`src/rtl/nes_pkg.sv`:
```
// Shared definitions for the NES controller reader: FSM states, button bit
// positions inside the $4016-style byte, and the default phase length.
package nes_pkg;

  typedef enum logic [2:0] {
    ST_IDLE   = 3'd0,
    ST_LATCH  = 3'd1,
    ST_BIT_LO = 3'd2,
    ST_BIT_HI = 3'd3,
    ST_DONE   = 3'd4
  } nes_state_t;

  localparam int BTN_A      = 7;
  localparam int BTN_B      = 6;
  localparam int BTN_SELECT = 5;
  localparam int BTN_START  = 4;
  localparam int BTN_UP     = 3;
  localparam int BTN_DOWN   = 2;
  localparam int BTN_LEFT   = 1;
  localparam int BTN_RIGHT  = 0;

  localparam int TICK_CYCLES_DEFAULT = 300;

endpackage

```
`src/rtl/sync_2ff.sv`:
```
// Two-flop synchronizer for the asynchronous controller data line.
module sync_2ff (
  input  logic clk,
  input  logic reset_n,
  input  logic d,
  output logic q
);

  logic sync_p0;
  logic sync_p1;

  always_ff @(posedge clk) begin
    if (!reset_n) begin
      sync_p0 <= 1'b0;
      sync_p1 <= 1'b0;
    end else begin
      sync_p0 <= d;
      sync_p1 <= sync_p0;
    end
  end

  assign q = sync_p1;

endmodule

```
`src/rtl/nes_pad_reader.sv`:
```
// Reads one 8-bit frame from an NES controller per start request, driving the
// latch/clock strobes with TICK_CYCLES-long phases and publishing active-high buttons.
module nes_pad_reader
  import nes_pkg::*;
#(
  parameter int TICK_CYCLES = TICK_CYCLES_DEFAULT
) (
  input  logic       clk,
  input  logic       reset_n,
  input  logic       start,
  input  logic       pad_data,
  output logic       pad_latch,
  output logic       pad_clk,
  output logic [7:0] buttons,
  output logic       valid,
  output logic       busy
);

  localparam int CNT_W = $clog2(2 * TICK_CYCLES + 1);
  localparam logic [CNT_W-1:0] LATCH_LAST = CNT_W'(2 * TICK_CYCLES - 1);
  localparam logic [CNT_W-1:0] TICK_LAST  = CNT_W'(TICK_CYCLES - 1);

  nes_state_t       state, state_next;
  logic [CNT_W-1:0] cnt, cnt_next;
  logic [2:0]       idx, idx_next;
  logic [7:0]       shift, shift_next;
  logic             pad_data_sync;

  sync_2ff u_sync (
    .clk     (clk),
    .reset_n (reset_n),
    .d       (pad_data),
    .q       (pad_data_sync)
  );

  always_comb begin
    state_next = state;
    cnt_next   = cnt + CNT_W'(1);
    idx_next   = idx;
    shift_next = shift;
    unique case (state)
      ST_IDLE: begin
        cnt_next = '0;
        if (start) state_next = ST_LATCH;
      end
      ST_LATCH: begin
        if (cnt == LATCH_LAST) begin
          state_next = ST_BIT_LO;
          cnt_next   = '0;
          idx_next   = 3'd0;
        end
      end
      ST_BIT_LO: begin
        // Sample at the very end of the low phase so the pad line has settled.
        if (cnt == TICK_LAST) begin
          shift_next = {shift[6:0], ~pad_data_sync};
          cnt_next   = '0;
          state_next = (idx == 3'd7) ? ST_DONE : ST_BIT_HI;
        end
      end
      ST_BIT_HI: begin
        if (cnt == TICK_LAST) begin
          state_next = ST_BIT_LO;
          cnt_next   = '0;
          idx_next   = idx + 3'd1;
        end
      end
      ST_DONE: begin
        state_next = ST_IDLE;
        cnt_next   = '0;
      end
      default: begin
        state_next = ST_IDLE;
        cnt_next   = '0;
      end
    endcase
  end

  // Outputs are registered from the next state so they line up with the state register.
  always_ff @(posedge clk) begin
    if (!reset_n) begin
      state     <= ST_IDLE;
      cnt       <= '0;
      idx       <= 3'd0;
      shift     <= 8'h00;
      pad_latch <= 1'b0;
      pad_clk   <= 1'b0;
      valid     <= 1'b0;
      busy      <= 1'b0;
      buttons   <= 8'h00;
    end else begin
      state     <= state_next;
      cnt       <= cnt_next;
      idx       <= idx_next;
      shift     <= shift_next;
      pad_latch <= (state_next == ST_LATCH);
      pad_clk   <= (state_next == ST_BIT_HI);
      valid     <= (state_next == ST_DONE);
      busy      <= (state_next != ST_IDLE);
      if (state_next == ST_DONE) buttons <= shift_next;
    end
  end

endmodule

```
`config.mk`:
```
export PLATFORM = sky130hd
export DESIGN_NAME = nes_pad_reader
export DESIGN_NICKNAME = d
export VERILOG_FILES = /design/src/rtl/nes_pkg.sv /design/src/rtl/sync_2ff.sv /design/src/rtl/nes_pad_reader.sv
export SDC_FILE = /design/constraint.sdc
export NUM_CORES = 1
export LEC_CHECK = 0
export CORE_MARGIN = 5
export CORE_UTILIZATION = 42
export CTS_CLUSTER_DIAMETER = 120
export DETAILED_ROUTE_END_ITERATION = 7
export PLACE_DENSITY = 0.69
export SYNTH_ARGS = -nofsm -noshare
export SYNTH_HDL_FRONTEND = slang
export SYNTH_SLANG_ARGS = --single-unit
```
`constraint.sdc`:
```
create_clock -name clk -period 4.8 [get_ports clk]
set_input_delay 0.48 -clock clk [delete_from_list [all_inputs] [get_ports clk]]
set_output_delay 0.48 -clock clk [all_outputs]
set_load 0.02 [all_outputs]
```
==> metrics.csv <==
stage,metric,value,unit
run_status,status,finished clean,
timing,hold_ws,450,ps
placement,portBuffers,15,
detailed_routing,drt_pre_antenna_iters,4,
yosys,ys_seq_area_share,49.1,%
detailed_routing,highest-signal-layer,met4,
global_routing,grt_usage,12.1,%
yosys,ys_seq_elements,37,
yosys,synth_area_leader_cell,dfxtp_1,
pwr,p_per_area,293,nW/µm²
final_layout,ff_latch_area,741,µm²
yosys,synthArstFlopShare,0,%
yosys,synth_edf_count,0,
cts,postCtsHoldBufs,0,
yosys,synth_most_common_cell,dfxtp_1,
floorplan,ios,16,
timing,slew_viol_final,0,
placement,place.gp.congestion,0.808,
floorplan,fp.dieArea,4890,µm²
detailed_routing,drcViolationCount,0,
global_routing,grt_max_degree,20,
detailed_routing,wl_per_cell,12.5,µm
setup_path,reg2reg_from,cnt[0],
detailed_routing,wl_met3,99,µm
cts,post-cts-setup-buffers,0,
setup_path,r2r_setup_slack,2780,ps
detailed_routing,wirelength,2700,µm
cts,cts_tree,yes,
timing,clock_skew,8.83,ps
final_layout,fill_cells,315,
pwr,p_int,404,µW
worst_hold_path,hold_start,u_sync.sync_p0,
setup_path,arrival,2230,ps
pwr,p_comb_share,3.7,%
yosys,synth_ff_type,dfxtp_1,
yosys,ys_warn_count,0,
placement,dp_slack,2690,ps
cts,path_clk_slew,110,ps
cts,cts_sinks,37,
pwr,seqPwrFrac,60.6,%
floorplan,die_h,69.9,µm
final_layout,diodes,0,
final_layout,multi_input_area,736,µm²
global_routing,antenna_found_initial,0,
global_routing,gr-total-overflow,0,
yosys,netlist_instances,152,
detailed_routing,vias_per_cell,4.98,
cts,cts-htree-levels,2,
final_layout,nNetsFinal,176,
floorplan,rows,21,
floorplan,dieWidth,69.9,µm
timing,worst_slack,2780,ps
pwr,max-vdd-ir-drop,0.113,mV
global_routing,grt_pass1_wl,4830,µm
cts,clk_latency,340,ps
setup_path,cp-end-kind,flop,
setup_path,critPathLaunch,cnt[0],
setup_path,critPathMaxFanout,10,
placement,dp_hpwl,1940,µm
detailed_routing,dr.first_iter.drc_count,61,
yosys,synth_top_cell_area_share,49.1,%
yosys,synth_commonest_cells,"37 x dfxtp_1, 28 x nor2_1, 14 x mux2i_1, 9 x nand2_1",
timing,fin_crit,2020,ps
pwr,power,517,µW
placement,dp_cells,208,
timing,rsz0062_at_grt,no,
final_layout,drive_gt1_share,9.41,%
timing,maxSlewHeadroom,63.8,%
cts,cts_inserted_buffers,5,
yosys,synth_area_per_cell,9.93,µm²
yosys,synth_nets,159,
job,drv_cap,0,
global_routing,grt_pass1_vias,1082,
yosys,synth_area,1510,µm²
timing,fin_crit_sh,42.0,%
cts,clockRootBuffer,clkbuf_4,
yosys,ys_types,36,
timing,fin_tns_setup,0,ps
floorplan,coreArea,3420,µm²
detailed_routing,wl_met1,1290,µm
final_layout,instances_no_fill,216,
pwr,p_sw,113,µW
pwr,clockPowerShare,35.7,%
timing,tightestPinTransition,542,ps
worst_hold_path,hp-class,reg -> reg,
timing,finalSetupViolCount,0,
detailed_routing,wl_met2,1250,µm
cts,cts_resized,0,
setup_path,start_kind,flop,
pwr,p_leak,0.000722,µW
timing,clock.fmax,0.496,GHz
timing,hold_viol_final,0,
cts,cts.path.max_buffers,2,
setup_path,cp.required,5010,ps
yosys,synth_area_leaders,"dfxtp_1 49%, mux2i_1 9.3%, nor2_1 7.0%",
detailed_routing,final_antenna_net_count,0,
detailed_routing,vias,1076,
pwr,p_sw_share,21.8,%
final_layout,area_growth,17.0,%
setup_path,worstSetupPathType,reg -> reg,
floorplan,start_util,44.2,%
==> metal layers <==
metal	up-vias	global-route usage (%)
met1	496	14.2
li1	558	-
met2	14	19.3
met5	-	0
met3	8	4.73
met4	0	5.74
==> worst paths after layout <==
| path | to | cells after the start |
|---|---|---|
| setup / recovery | cnt[2] | 5 |
| hold / removal | u_sync.q | 1 |
| hold reg to reg | u_sync.q | 1 |
| setup reg to reg | cnt[2] | 5 |
==> power by group through the flow <==
stage	logic, µW	clock network (µW)	registers [µW]
2_1_floorplan	12.3	0	320
3_3_place_gp	19.0	0	320
3_5_place_dp	19.5	0	320
4_1_cts	19.7	189	313
5_1_grt	21.3	206	314
6_report	19.4	184	313
==> worst max-delay path: stages (launching register included) <==
cell and delay (ps):
dfxtp_1 410, ha_1 240, and3_1 370, nand3_1 260, a22oi_2 500, nor2_1 100
==> registers in the layout, summed over array words and instances (netlist names), 3 cells and up <==
name / cells
idx: 3
buttons: 8
shift: 7
state: 3
cnt: 10
==> kinds of logic after synthesis <==
kind of cell,share of synthesized area [%]
xor+xnor,4.64
simple gates,27.0
mux,9.29
buf+inv,2.16
compound gates,5.31
flops,49.1
fa+ha+maj,2.49
==> metrics by stage <==
step	instance area (µm²)	util, %
finish	1770	51.7
detailed placement	1700	49.6
global route	1770	51.7
floorplan	1510	-
CTS	1770	51.7
global placement	1700	49.6
==> placed cells by master (no fill, tap or decap), drive strengths merged, types with 4 or more instances in the layout <==
| master | Yosys | final |
|---|---|---|
| a21oi | 4 | 4 |
| nand3 | 5 | 5 |
| xor2 | 5 | 5 |
| nor2 | 28 | 28 |
| nand2 | 9 | 9 |
| dfxtp | 37 | 37 |
| nand4 | 6 | 6 |
| clkdlybuf4s50 | 0 | 15 |
| clkbuf | 5 | 7 |
| mux2i | 14 | 14 |
==> layout make-up <==
class,count,share of cell area [%]
Timing Repair Buffer,15,8.50
Inverter,3,0.638
Clock buffer,7,3.69
Multi-Input combinational cell,107,41.7
Sequential cell,37,42.0
Tap cell,46,3.26
Clock inverter,1,0.283
(Power assumes the default switching activity.)
==> RTL change, RTL diff (same flow settings) <==
Reset style: asynchronous (`reset_n`), changed in 2 clocked blocks.
--- a/src/rtl/sync_2ff.sv
+++ b/src/rtl/sync_2ff.sv
@@ -9,7 +9,7 @@
   logic sync_p0;
   logic sync_p1;
 
-  always_ff @(posedge clk) begin
+  always_ff @(posedge clk or negedge reset_n) begin
     if (!reset_n) begin
       sync_p0 <= 1'b0;
       sync_p1 <= 1'b0;
--- a/src/rtl/nes_pad_reader.sv
+++ b/src/rtl/nes_pad_reader.sv
@@ -77,7 +77,7 @@
   end
 
   // Outputs are registered from the next state so they line up with the state register.
-  always_ff @(posedge clk) begin
+  always_ff @(posedge clk or negedge reset_n) begin
     if (!reset_n) begin
       state     <= ST_IDLE;
       cnt       <= '0;
Function: differs if reset_n is asserted again (counterexample within 4 cycles, from zero or initial values and one cycle with reset_n low); with reset_n held inactive, the same outputs for 10 cycles.
==> RTL change against the original RTL <==
Sequential cell count is the same. Area after synthesis grew 5.6%. Non-clock buffer count grew 1. Wire length is 6.1% higher. Final area grew 6.5%. Count of clock-buffer cells in the layout did not move. Setup slack got worse by 150 ps. Critical endpoint is now buttons[7]$_DFFE_PN0N_.
Power is not compared: it rests on default switching activity, and its combinational part moved more than twofold at a synthesized area within 25%.
==> RTL change: results (changes against the original RTL) <==
[grt]
grt_pass1_vias = 1079  ; -0.28%
grt_usage_pct = 12.6  ; +0.44 points
grt_pass1_wl_mm = 4.93  ; +2.0%
use_met2_pct = 19.5  ; +0.18 points
use_met1_pct = 15.4  ; +1.2 points
grt_max_degree = 38  ; +90%

[cells_and_area]
multi_input_area_um2 = 636  ; -14%
finalNetCount = 159  ; -9.7%
drive_above_1_share_pct = 15.8  ; +6.4 points
instances_no_fill = 200  ; -7.4%
nFillCells = 330  ; +4.8%

[placed_design]
dpl_worst_slack_ps = 2670  ; -19.2 ps
numPortBuffers = 15  ; unchanged
place_area_mm2 = 0.00179  ; +5.8%
hpwl_mm = 2.01  ; +3.3%
routabilityCongestion = 0.879  ; +8.8%
dp_cells = 193  ; -7.2%

[synth]
synth_adder_area_share_pct = 2.35  ; -0.13 points
synthArstFlopShare_pct = 100  ; +100 points
ys_seq_area_share_pct = 58.1  ; +9.0 points
synthMuxAreaShare_pct = 9.81  ; +0.52 points
synth_fp_nets = 140  ; -12%
syn_inst = 133  ; -13%
netlist_top_cells_count = 37 x dfrtp_1, 16 x nor2_1, 13 x mux2_2
synth_xor_area_share_pct = 4.40  ; -0.25 points
synth_compound_area_share_pct = 5.97  ; +0.66 points
ys.flop_type = dfrtp_1
ys_types = 33  ; -8.3%
synth.area.top_cells = dfrtp_1 58%, mux2_2 9.2%, nor2_1 3.8%

[routing]
dr.pass1.iters = 4  ; unchanged
drt_iter0_drc = 137  ; +120%
drt-total-wl_mm = 2.86  ; +6.1%
wl_met1_mm = 1.30  ; +1.2%
vias_per_cell = 5.26  ; +5.6%
wl_met3_um = 132  ; +33%
dr_wl_met2_mm = 1.39  ; +11%

[clock_network]
cts_root_buf = clkbuf_8
clk_pin_slew_worst_paths_ps = 70  ; -40 ps
clkLatencyLatePin_ps = 290  ; -50 ps

[worst_setup_path]
slowest_stage = dfrtp_1
slowest_delay_ps = 430  ; -70 ps

[timing]
relSlewSlack_pct = 68.7  ; +4.8 points
final.setup_skew_ps = 5.58  ; -3.25 ps

[status]
status = completed

==> RTL change: worst paths after layout <==
kind,from,to,slack (ps),depth (start not counted)
setup / recovery,cnt[6]$_DFF_PN0_,buttons[7]$_DFFE_PN0N_,2630,4
hold / removal,u_sync.sync_p0$_DFF_PN0_,u_sync.q$_DFF_PN0_,360,0
hold reg to reg,u_sync.sync_p0$_DFF_PN0_,u_sync.q$_DFF_PN0_,360,0
min in group asynchronous,reset_n,cnt[4]$_DFF_PN0_,610,2
setup reg to reg,cnt[6]$_DFF_PN0_,buttons[7]$_DFFE_PN0N_,2630,4
max in group asynchronous,reset_n,shift[2]$_DFF_PN0_,3870,2
==> RTL change: layout make-up <==
type                       count  share of cell area, %
multi-input combinational     88                   33.8
sequential                    37                   49.2
clock buffer                   7                   4.59
tap                           48                   3.19
timing repair buffer          16                   8.38
inverter                       4                  0.798
==> RTL change: report_power, final <==
group	internal (uW)	switching (uW)
clock	114	99.2
combinational	2.79	6.15
sequential	313	0.470
